### src/rtl/lsu_pkg.sv
`default_nettype none
// +----------------------------------------------------------------------+
// | Module      : lsu_pkg                                                |
// | Description : Shared funct3 codes and FSM state type for the         |
// |               load/store unit in front of dmem.                      |
// | Revision    : 1.0 - initial release                                  |
// +----------------------------------------------------------------------+
package lsu_pkg;

  // RISC-V funct3 size/sign codes for loads and stores
  localparam logic [2:0] F3_B  = 3'b000;
  localparam logic [2:0] F3_H  = 3'b001;
  localparam logic [2:0] F3_W  = 3'b010;
  localparam logic [2:0] F3_BU = 3'b100;
  localparam logic [2:0] F3_HU = 3'b101;

  typedef enum logic [1:0] {
    IDLE   = 2'd0,
    ACCESS = 2'd1,
    MERGE  = 2'd2,
    RESP   = 2'd3
  } lsu_state_t;

endpackage
`default_nettype wire

### src/rtl/lsu_align.sv
`default_nettype none
// +----------------------------------------------------------------------+
// | Module      : lsu_align                                              |
// | Description : Combinational lane logic: load extension, sub-word     |
// |               store merge and misaligned/illegal classification.     |
// | Revision    : 1.0 - initial release                                  |
// +----------------------------------------------------------------------+
module lsu_align
  import lsu_pkg::*;
(
  input  logic        we,
  input  logic [2:0]  funct3,
  input  logic [1:0]  addr,
  input  logic [31:0] word,
  input  logic [31:0] wdata,
  output logic [31:0] load_val,
  output logic [31:0] store_word,
  output logic        fault
);

  logic [4:0]  w_shift;
  logic [7:0]  w_byte;
  logic [15:0] w_half;

  assign w_shift = {addr, 3'b000};
  assign w_byte  = word[w_shift +: 8];
  assign w_half  = addr[1] ? word[31:16] : word[15:0];

  // Decode funct3 into the extended load value, merged store word and fault
  always_comb begin
    fault      = 1'b0;
    load_val   = '0;
    store_word = wdata;
    case (funct3)
      F3_B: begin
        load_val                   = {{24{w_byte[7]}}, w_byte};
        store_word                 = word;
        store_word[w_shift +: 8]   = wdata[7:0];
      end
      F3_H: begin
        fault      = addr[0];
        load_val   = {{16{w_half[15]}}, w_half};
        store_word = addr[1] ? {wdata[15:0], word[15:0]} : {word[31:16], wdata[15:0]};
      end
      F3_W: begin
        fault    = (addr != 2'b00);
        load_val = word;
      end
      F3_BU: begin
        // unsigned variants exist only for loads
        fault    = we;
        load_val = {24'd0, w_byte};
      end
      F3_HU: begin
        fault    = we | addr[0];
        load_val = {16'd0, w_half};
      end
      default: fault = 1'b1;
    endcase
  end

endmodule
`default_nettype wire

### src/rtl/lsu_dmem_if.sv
`default_nettype none
// +----------------------------------------------------------------------+
// | Module      : lsu_dmem_if                                            |
// | Description : Load/store unit driving dmem. Turns byte/half/word     |
// |               requests into whole-word accesses with extension,      |
// |               read-modify-write and fault checking.                  |
// |               Optional macro LSU_PERF_CNT_EN adds load/store/fault   |
// |               event counters.                                        |
// | Revision    : 1.0 - initial release                                  |
// +----------------------------------------------------------------------+
module lsu_dmem_if
  import lsu_pkg::*;
#(
  parameter int ADDR_W = 32,
  parameter int DATA_W = 32
)
(
  input  logic              clk,
  input  logic              reset,
  input  logic              req_valid,
  output logic              req_ready,
  input  logic              req_we,
  input  logic [2:0]        req_funct3,
  input  logic [ADDR_W-1:0] req_addr,
  input  logic [DATA_W-1:0] req_wdata,
  output logic              rsp_valid,
  output logic [DATA_W-1:0] rsp_rdata,
  output logic              rsp_fault,
  output logic              mem_we,
  output logic [ADDR_W-1:0] mem_addr,
  output logic [DATA_W-1:0] mem_wdata,
  input  logic [DATA_W-1:0] mem_rdata
`ifdef LSU_PERF_CNT_EN
  ,
  output logic [31:0]       load_cnt,
  output logic [31:0]       store_cnt,
  output logic [31:0]       fault_cnt
`endif
);

  generate
    if (DATA_W != 32) begin : g_bad_data_w
      $error("lsu_dmem_if: only DATA_W = 32 is supported");
    end
  endgenerate

  lsu_state_t        r_state;
  lsu_state_t        w_next;
  logic              r_we;
  logic [2:0]        r_funct3;
  logic [ADDR_W-1:0] r_addr;
  logic [DATA_W-1:0] r_wdata;
  logic [DATA_W-1:0] r_merge;

  logic              w_al_we;
  logic [2:0]        w_al_funct3;
  logic [1:0]        w_al_addr;
  logic [DATA_W-1:0] w_al_word;
  logic [DATA_W-1:0] w_load_val;
  logic [DATA_W-1:0] w_store_word;
  logic              w_fault;

  // In IDLE the classifier looks at the incoming request so a fault can be
  // decided at acceptance; afterwards it works on the frozen copy.
  assign w_al_we     = (r_state == IDLE) ? req_we     : r_we;
  assign w_al_funct3 = (r_state == IDLE) ? req_funct3 : r_funct3;
  assign w_al_addr   = (r_state == IDLE) ? req_addr[1:0] : r_addr[1:0];
  assign w_al_word   = (r_state == MERGE) ? r_merge : mem_rdata;

  lsu_align u_align (
    .we         (w_al_we),
    .funct3     (w_al_funct3),
    .addr       (w_al_addr),
    .word       (w_al_word),
    .wdata      (r_wdata),
    .load_val   (w_load_val),
    .store_word (w_store_word),
    .fault      (w_fault)
  );

  assign mem_addr = {r_addr[ADDR_W-1:2], 2'b00};

  // State register
  always_ff @(posedge clk or negedge reset) begin
    if (!reset) r_state <= IDLE;
    else        r_state <= w_next;
  end

  // Next-state and handshake/memory strobes
  always_comb begin
    w_next    = r_state;
    req_ready = 1'b0;
    rsp_valid = 1'b0;
    mem_we    = 1'b0;
    mem_wdata = '0;
    case (r_state)
      IDLE: begin
        req_ready = 1'b1;
        if (req_valid) w_next = w_fault ? RESP : ACCESS;
      end
      ACCESS: begin
        if (r_we && (r_funct3 == F3_W)) begin
          mem_we    = 1'b1;
          mem_wdata = r_wdata;
          w_next    = RESP;
        end else if (r_we) begin
          w_next = MERGE;
        end else begin
          w_next = RESP;
        end
      end
      MERGE: begin
        mem_we    = 1'b1;
        mem_wdata = w_store_word;
        w_next    = RESP;
      end
      RESP: begin
        rsp_valid = 1'b1;
        w_next    = IDLE;
      end
      default: w_next = IDLE;
    endcase
  end

  // Request capture, merge word and response data (updated only when entering RESP)
  always_ff @(posedge clk or negedge reset) begin
    if (!reset) begin
      r_we      <= 1'b0;
      r_funct3  <= 3'd0;
      r_addr    <= '0;
      r_wdata   <= '0;
      r_merge   <= '0;
      rsp_rdata <= '0;
      rsp_fault <= 1'b0;
    end else begin
      case (r_state)
        IDLE: begin
          if (req_valid) begin
            r_we     <= req_we;
            r_funct3 <= req_funct3;
            r_addr   <= req_addr;
            r_wdata  <= req_wdata;
            if (w_fault) begin
              rsp_rdata <= '0;
              rsp_fault <= 1'b1;
            end
          end
        end
        ACCESS: begin
          if (!r_we) begin
            rsp_rdata <= w_load_val;
            rsp_fault <= 1'b0;
          end else if (r_funct3 == F3_W) begin
            rsp_rdata <= '0;
            rsp_fault <= 1'b0;
          end else begin
            r_merge <= mem_rdata;
          end
        end
        MERGE: begin
          rsp_rdata <= '0;
          rsp_fault <= 1'b0;
        end
        default: begin
        end
      endcase
    end
  end

`ifdef LSU_PERF_CNT_EN
  // Count each completed transaction once, faults only in fault_cnt
  always_ff @(posedge clk or negedge reset) begin
    if (!reset) begin
      load_cnt  <= '0;
      store_cnt <= '0;
      fault_cnt <= '0;
    end else if (r_state == RESP) begin
      if (rsp_fault)  fault_cnt <= fault_cnt + 32'd1;
      else if (r_we)  store_cnt <= store_cnt + 32'd1;
      else            load_cnt  <= load_cnt + 32'd1;
    end
  end
`endif

endmodule
`default_nettype wire
### config.mk
export PLATFORM = sky130hd
export DESIGN_NAME = lsu_dmem_if
export DESIGN_NICKNAME = d
export VERILOG_FILES = /design/src/rtl/lsu_pkg.sv /design/src/rtl/lsu_align.sv /design/src/rtl/lsu_dmem_if.sv
export SDC_FILE = /design/constraint.sdc
export NUM_CORES = 1
export LEC_CHECK = 0
export CORE_MARGIN = 5
export CORE_UTILIZATION = 55
export CTS_BUF_LIST = sky130_fd_sc_hd__clkbuf_4 sky130_fd_sc_hd__clkbuf_8
export CTS_CLUSTER_DIAMETER = 150
export DETAILED_ROUTE_END_ITERATION = 6
export PLACE_DENSITY_LB_ADDON = 0.15
export SLEW_MARGIN = 20
export SYNTH_ARGS = -nofsm -noshare
export SYNTH_HDL_FRONTEND = slang
export SYNTH_SLANG_ARGS = --single-unit
### constraint.sdc
create_clock -name clk -period 7.1 [get_ports clk]
set_input_delay 0.71 -clock clk [delete_from_list [all_inputs] [get_ports clk]]
set_output_delay 0.71 -clock clk [all_outputs]
set_load 0.01 [all_outputs]
**Word-level counts from Yosys, hierarchy flattened**

Cells that the tools add are included.

- Output and inout port bits: 100
- Register bits after elaboration: 135
- Word-level logic and storage cells: 64
- Input port bits: 103
- Latch bits: 0
- RAM bits: 0
- Memories kept: 0
- Bits in read-only memories: 0

- Equal/unequal tests: 11
- Add/subtract/negate cells: 1
- Shifts and indexed selects: 3
- Multipliers: 0
- Reduce and logical (&&, ||, !) cells: 8
- Divide/modulo/power cells: 0
- $lt $le $gt $ge: 0
- Bitwise gates (word level): 2
- Muxes and demuxes: 31

Operator list:

| operator | number |
|---|---|
| 2-to-1 mux 32 bit | 7 |
| case mux 32 bit (5 select lines) | 1 |
| case mux 32 bit (2 select lines) | 2 |
| case mux 32 bit (3 select lines) | 1 |
| bitwise mux 32 bit | 1 |
| variable shift 8 x 7 -> 32 bit, first input constant | 1 |
| indexed part select 32 x 6 -> 8 bit | 1 |
| indexed part select 8 x 7 -> 32 bit | 1 |
| 2-to-1 mux 16 bit | 1 |
| 2-to-1 mux 1 bit | 10 |
| case mux 2 bit (4 select lines) | 1 |
| negator 5 -> 7 bit | 1 |
| == test 3 x 2 -> 1 bit, second input constant | 2 |
| == test 3 bit, second input constant | 2 |
| 2-to-1 mux 2 bit | 3 |
| case mux 1 bit (5 select lines) | 1 |
| == test 2 bit, second input constant | 2 |
| inequality test 2 bit, second input constant | 2 |
| AND reduction 4 bit | 1 |
| == test 3 x 1 -> 1 bit, second input constant | 1 |
| logical NOT 3 bit | 1 |
| 2-to-1 mux 3 bit | 1 |
| inequality test 3 bit, second input constant | 1 |
| case mux 1 bit (3 select lines) | 1 |
| other kinds (10) | 10 |

**Logic depth before layout (Yosys ltp)**

- Depth after elaboration: 7
- Mapped depth: 16
- Depth with buffers taken out: 10

**Hierarchy**

Synthesis repeated with hierarchy kept, for this count alone.

- Cell total of the unflattened synthesis: 662
- Area, all modules: 7,559.8 µm²

Modules (own cells, without submodules):

| module | instances | area each (µm²) | cells an instance |
|---|---|---|---|
| lsu_dmem_if | 1 | 6,128.4 | 431 |
| lsu_align | 1 | 1,431.4 | 231 |

**Worst setup path after synthesis**

Ideal clock, no wire load.

- Path type: reg2out
- Start: register r_state[0]
- End: output port mem_wdata[14]
- Cell stages (with the launch flop): 14
- Arrival time: 2.945 ns
- Slack: 3.445 ns
- Cell sequence: dfrtp_1 > inv_1 > ha_1 > buf_4 > mux2_1 > buf_4 > inv_2 > clkbuf_1 > ha_1 > nor2_1 > and3_1 > clkbuf_1 > a222oi_1 > nor2_1

- Cells in the longest elaborated chain, start to end: 7
- Elaborated cells on any way between the ends: 15
- Classes of those cells: 1 x add/sub; 3 x eq/ne; 2 x shift; 7 x mux; 2 x reduce/logical

RTL lines:

| element | RTL line | text |
|---|---|---|
| start, declared | lsu_dmem_if.sv:47 | `lsu_state_t r_state;` |
| start signal, assigned | lsu_dmem_if.sv:86 | `else r_state <= w_next;` |
| logical NOT 2 bit | lsu_dmem_if.sv:66, lsu_dmem_if.sv:67 |  |
| 2-to-1 mux 2 bit | lsu_dmem_if.sv:67 | `assign w_al_addr = (r_state == IDLE) ? req_addr[1:0] : r_addr[1:0];` |
| negator 5 -> 7 bit | lsu_align.sv:38 | `store_word[w_shift +: 8] = wdata[7:0];` |
| indexed part select 8 x 7 -> 32 bit or variable shift 8 x 7 -> 32 bit (tied branches) | lsu_align.sv:38 |  |
| bitwise mux 32 bit | lsu_align.sv:38 |  |
| case mux 32 bit (2 select lines) | lsu_align.sv:34 | `case (funct3)` |
| case mux 32 bit (2 select lines) (*) | lsu_dmem_if.sv:96 | `case (r_state)` |
| end, declared | lsu_dmem_if.sv:31 | `output logic [DATA_W-1:0] mem_wdata,` |

Every way passes the cells marked *; elsewhere a longest branch is shown, timed or not.

**Worst setup path in the final report**

- Start: register r_state[0]
- End: output port mem_wdata[15]

The elaborated chain is that of the path after synthesis.

==> impl_results.html <==
<table>
<tr><th>Metric</th><th>Value</th></tr>
<tr><th colspan="2">Clock tree</th></tr>
<tr><td>CTS tree</td><td>yes</td></tr>
<tr><td>Clock latency reported for the late side of the worst-skew pair</td><td>0.45 ns</td></tr>
<tr><td>Number of post-CTS setup repair buffers</td><td>0</td></tr>
<tr><td>Cts hold-fix bufs</td><td>0</td></tr>
<tr><td>Post_cts resized</td><td>0</td></tr>
<tr><td>CTS buffer count</td><td>17</td></tr>
<tr><td>Clock transition at path regs</td><td>roughly 0.08 ns</td></tr>
<tr><td>Maximum count of clock buffers along a single path</td><td>2</td></tr>
<tr><td>CTS HTree Levels</td><td>4</td></tr>
<tr><td>Clk Tree Root Cell</td><td>sky130_fd_sc_hd__clkbuf_8</td></tr>
<tr><td>Number of sinks driven by the clock tree</td><td>approximately 140</td></tr>
<tr><th colspan="2">Die</th></tr>
<tr><td>Initial core utilization</td><td>0.556</td></tr>
<tr><td>Height of the chip</td><td>128 um</td></tr>
<tr><td>Area of the placeable core</td><td>13800 um2</td></tr>
<tr><td>Die Width</td><td>approximately 130 um</td></tr>
<tr><td>Number of top-level pins</td><td>between 200 and 250</td></tr>
<tr><td># rows</td><td>between 40 and 50</td></tr>
<tr><td>Full die area</td><td>approximately 16000 um2</td></tr>
<tr><th colspan="2">Critical path</th></tr>
<tr><td>Family with the most delay on the worst path</td><td>buffers and inverters</td></tr>
<tr><td>Most common cell type on the critical path</td><td>sky130_fd_sc_hd__ha_1</td></tr>
<tr><td>CP Data Arrival Time</td><td>4.60 ns</td></tr>
<tr><td>Setup Crit Path Kind</td><td>flop to output port</td></tr>
<tr><td>Number of buffer and inverter stages on the critical path</td><td>4</td></tr>
<tr><td>Startpoint kind of the worst setup timing path</td><td>flop</td></tr>
<tr><td>CP cell instances</td><td>inv_1 &gt; ha_1 &gt; buf_4 &gt; mux2_1 &gt; inv_2 &gt; ha_1 &gt; mux2_2 &gt; nor2_1 &gt; a221oi_1 &gt; o22ai_1 &gt; clkdlybuf4s50_1</td></tr>
<tr><td>Type of destination of the critical path</td><td>output port</td></tr>
<tr><td>Largest fanout on the critical path</td><td>28</td></tr>
<tr><td>Max stage delay cell, worst path</td><td>sky130_fd_sc_hd__nor2_1</td></tr>
<tr><td>Highest cell delay on the worst timing path</td><td>about 0.6 ns</td></tr>
<tr><td>Data required, critical path</td><td>approximately 6.4 ns</td></tr>
<tr><th colspan="2">Power</th></tr>
<tr><td>Logic pwr share</td><td>0.549</td></tr>
<tr><td>Proportion of power drawn by the clock network</td><td>0.142</td></tr>
<tr><td>Part of the power in registers</td><td>0.309</td></tr>
<tr><td>Sw Share</td><td>0.419</td></tr>
<tr><td>Switching Power</td><td>around 1.9 mW</td></tr>
<tr><td>Pwr Density</td><td>around 460 nW/um2</td></tr>
<tr><td>Internal power of the cells</td><td>about 2.6 mW</td></tr>
<tr><td>Worst-case vdd ir drop</td><td>roughly 0.00028 V</td></tr>
<tr><td>Overall power</td><td>between 4 and 5 mW</td></tr>
<tr><td>Pleak</td><td>roughly 4.1 nW</td></tr>
<tr><th colspan="2">Detailed routing</th></tr>
<tr><td>Violation count after the first detailed-routing iteration</td><td>~660</td></tr>
<tr><td>DRT Pass-1 Iters</td><td>6</td></tr>
<tr><td>Avg Vias per Cell</td><td>6.20</td></tr>
<tr><td>Residual DRC</td><td>0</td></tr>
<tr><td>Antenna viol nets, final</td><td>0</td></tr>
<tr><td>Total Wirelength</td><td>between 20 and 25 mm</td></tr>
<tr><td>Vias after detailed routing</td><td>~6400</td></tr>
<tr><td>Post-detailed-route wirelength per cell</td><td>roughly 23 um</td></tr>
<tr><th colspan="2">Placement</th></tr>
<tr><td>Port bufs</td><td>200</td></tr>
<tr><td>Post-DP Area</td><td>about 9500 um2</td></tr>
<tr><td>RD Place Congestion</td><td>approximately 0.95</td></tr>
<tr><td>Post-place setup slack</td><td>approximately 2 ns</td></tr>
<tr><td>Final HPWL DP</td><td>~17 mm</td></tr>
<tr><th colspan="2">Synth</th></tr>
<tr><td>Synth Area per Inst</td><td>approximately 11 um2</td></tr>
<tr><td>Netlist cell types</td><td>between 60 and 70</td></tr>
<tr><td>Post-synthesis async set-or-reset flop share</td><td>1.00</td></tr>
<tr><td>Ys Warns</td><td>0</td></tr>
<tr><td>Main area contributors after synthesis</td><td>sky130_fd_sc_hd__dfrtp_1 44%, sky130_fd_sc_hd__mux2_2 18%, sky130_fd_sc_hd__mux2i_1 5.2%</td></tr>
<tr><td>Share of synthesized area occupied by flip-flops and latches</td><td>0.441</td></tr>
<tr><td>Cells after synthesis</td><td>between 600 and 700</td></tr>
<tr><td>Post-synthesis sequential element count</td><td>135</td></tr>
<tr><td>Most frequent cell after synthesis</td><td>sky130_fd_sc_hd__dfrtp_1</td></tr>
<tr><td>Area share of the largest cell type after synthesis</td><td>0.441</td></tr>
<tr><td>Top cells by count, synth</td><td>135 x sky130_fd_sc_hd__dfrtp_1, 120 x sky130_fd_sc_hd__mux2_2, 41 x sky130_fd_sc_hd__nand2_1</td></tr>
<tr><td>Count of flip-flops with a built-in enable after synthesis</td><td>0</td></tr>
<tr><td>Post-synthesis instance area</td><td>7650 um2</td></tr>
<tr><td>Yosys top cell by area</td><td>sky130_fd_sc_hd__dfrtp_1</td></tr>
<tr><td>Most used DFF post-synth</td><td>sky130_fd_sc_hd__dfrtp_1</td></tr>
<tr><th colspan="2">Final layout</th></tr>
<tr><td>Post-route cell area</td><td>~9900 um2</td></tr>
<tr><td>Layout Area Growth over Synthesis</td><td>29.2%</td></tr>
<tr><td>Count of antenna diodes in the layout</td><td>0</td></tr>
<tr><td>Post-layout nets</td><td>950</td></tr>
<tr><td>Fraction of final layout cells sized beyond drive strength 1</td><td>0.203</td></tr>
<tr><td>Final core utilization</td><td>0.718</td></tr>
<tr><th colspan="2">Worst hold path</th></tr>
<tr><td>Tightest Hold Check Type</td><td>input pin to async pin</td></tr>
<tr><th colspan="2">STA</th></tr>
<tr><td>Setup_tns</td><td>0 ns</td></tr>
<tr><td>Setup repair after global routing missed its margin</td><td>false</td></tr>
<tr><td>Tightest Pin Transition</td><td>around 1 ns</td></tr>
<tr><td>Max-slew violations</td><td>0</td></tr>
<tr><td>Clock period minus worst slack</td><td>between 5 and 6 ns</td></tr>
<tr><td>Highest clock frequency the design can meet</td><td>188 MHz</td></tr>
<tr><td>Final hold violation count</td><td>0</td></tr>
<tr><td>Final worst slack</td><td>between 1.5 and 2 ns</td></tr>
<tr><td>Final setup vio count</td><td>0</td></tr>
<tr><td>Largest clock skew in the final design</td><td>a little over 0.009 ns</td></tr>
<tr><td>Worst relative slew slack</td><td>0.319</td></tr>
<tr><td>Ratio of final minimum period to clock period</td><td>0.748</td></tr>
<tr><th colspan="2">Job</th></tr>
<tr><td>Number of max-capacitance violations reported</td><td>0</td></tr>
<tr><th colspan="2">GRT</th></tr>
<tr><td>Pin count of the biggest net entering global routing</td><td>80</td></tr>
<tr><td>Grt total ovfl</td><td>0</td></tr>
<tr><td>Total global routing track utilization</td><td>0.286</td></tr>
<tr><td>Wire length of the first global-routing pass</td><td>36.3 mm</td></tr>
<tr><td>Number of antenna violations at the first check in global routing</td><td>0</td></tr>
<tr><td>Vias in the first global route</td><td>roughly 6600</td></tr>
<tr><th colspan="2">Outcome</th></tr>
<tr><td>Run status</td><td>finished, final reports clean</td></tr>
</table>
## power groups by stage
stage | combinational [mW] | sequential, mW | clock [mW]
after floorplan | 1.72 | 1.32 | 0
after global placement | 2.41 | 1.38 | 0
after detailed placement | 2.47 | 1.41 | 0
after CTS | 2.49 | 1.39 | 0.657
after global routing | 2.68 | 1.44 | 0.692
final | 2.50 | 1.41 | 0.647
## metrics by stage
| step | hold WS [ns] | std cells |
|---|---|---|
| finish | 0.211 | 1033 |
| global route | 0.239 | 1033 |
| CTS | 0.210 | 1033 |
| detailed placement | 0.476 | 1001 |
| global placement | 0.471 | 1001 |
| floorplan | 0.414 | 691 |
## final cells by class
class,instances,area [um2]
Sequential cell,135,3380
Fill cell,978,3880
Tap cell,180,225
Inverter,18,67.6
Timing Repair Buffer,207,2060
Multi-Input combinational cell,461,3760
Clock buffer,21,277
Clock inverter,11,123
## registers in the layout (all words and copies together), names as in the netlist
signal     cells
r_addr        32
r_funct3       3
r_merge       32
r_state        2
r_wdata       32
r_we           1
rsp_fault      1
rsp_rdata     32
## cell families (layout without fill, tap and decap cells)
family / Yosys count / count (layout) / synth area share
AO/OA/AOI/OAI: 157 / 157 / 0.160
adder cells (fa/ha/maj): 7 / 7 / 0.0114
buffers and inverters: 95 / 257 / 0.0686
flip-flops: 135 / 135 / 0.441
multiplexers: 163 / 163 / 0.234
other: 1 / 2 / 0.000490
AND/OR/NAND/NOR: 132 / 132 / 0.0843
## worst register-to-register path, cell delays in order, from the launching register on
cell,delay [ns]
sky130_fd_sc_hd__dfrtp_1,0.42
sky130_fd_sc_hd__inv_1,0.14
sky130_fd_sc_hd__ha_1,0.16
sky130_fd_sc_hd__buf_4,0.29
sky130_fd_sc_hd__mux2_1,0.57
sky130_fd_sc_hd__inv_2,0.45
sky130_fd_sc_hd__ha_1,0.28
sky130_fd_sc_hd__nand2b_1,0.10
sky130_fd_sc_hd__a21oi_2,0.19
sky130_fd_sc_hd__o32a_4,0.35
sky130_fd_sc_hd__or2_1,0.78
sky130_fd_sc_hd__a221o_1,0.29
## path summary, 6_finish.rpt
check | start | slack [ns] | depth (start not counted) | endpoint
setup / recovery | r_state[0] | 1.79 | 11 | mem_wdata[15]
hold / removal | reset | 0.21 | 1 | rsp_rdata[12]
setup reg to reg | r_state[0] | 3.00 | 11 | rsp_rdata[28]
hold reg to reg | rsp_rdata[10] | 0.50 | 1 | rsp_rdata[10]
max in group asynchronous | reset | 5.80 | 2 | r_wdata[2]
min in group clk | rsp_rdata[10] | 0.50 | 1 | rsp_rdata[10]
## cells in the final DEF (no fill, tap or decap), types with 7 or more instances in the layout
| cell type | instances |
|---|---|
| sky130_fd_sc_hd__nor2_1 | 33 |
| sky130_fd_sc_hd__mux2i_1 | 40 |
| sky130_fd_sc_hd__clkdlybuf4s50_1 | 199 |
| sky130_fd_sc_hd__dfrtp_1 | 135 |
| sky130_fd_sc_hd__inv_1 | 17 |
| sky130_fd_sc_hd__nor3_1 | 11 |
| sky130_fd_sc_hd__clkbuf_8 | 19 |
| sky130_fd_sc_hd__o21a_1 | 11 |
| sky130_fd_sc_hd__mux2_2 | 120 |
| sky130_fd_sc_hd__nand2_1 | 40 |
| sky130_fd_sc_hd__o221ai_1 | 7 |
| sky130_fd_sc_hd__a221o_1 | 12 |
| sky130_fd_sc_hd__nand3_1 | 7 |
| sky130_fd_sc_hd__a21oi_1 | 10 |
| sky130_fd_sc_hd__o21ai_0 | 18 |
| sky130_fd_sc_hd__a221oi_1 | 14 |
| sky130_fd_sc_hd__a22oi_1 | 15 |
| sky130_fd_sc_hd__and3_1 | 10 |
| sky130_fd_sc_hd__o2bb2ai_1 | 8 |
| sky130_fd_sc_hd__o22ai_1 | 7 |
## layer usage
layer,global-route usage,vias up,part of all wire
met5,0,-,0
met4,0.119,0,0.024
met3,0.0738,41,0.094
met2,0.447,358,0.48
met1,0.380,3174,0.41
li1,-,2832,-
No activity file was read; power rests on OpenSTA's default activity.
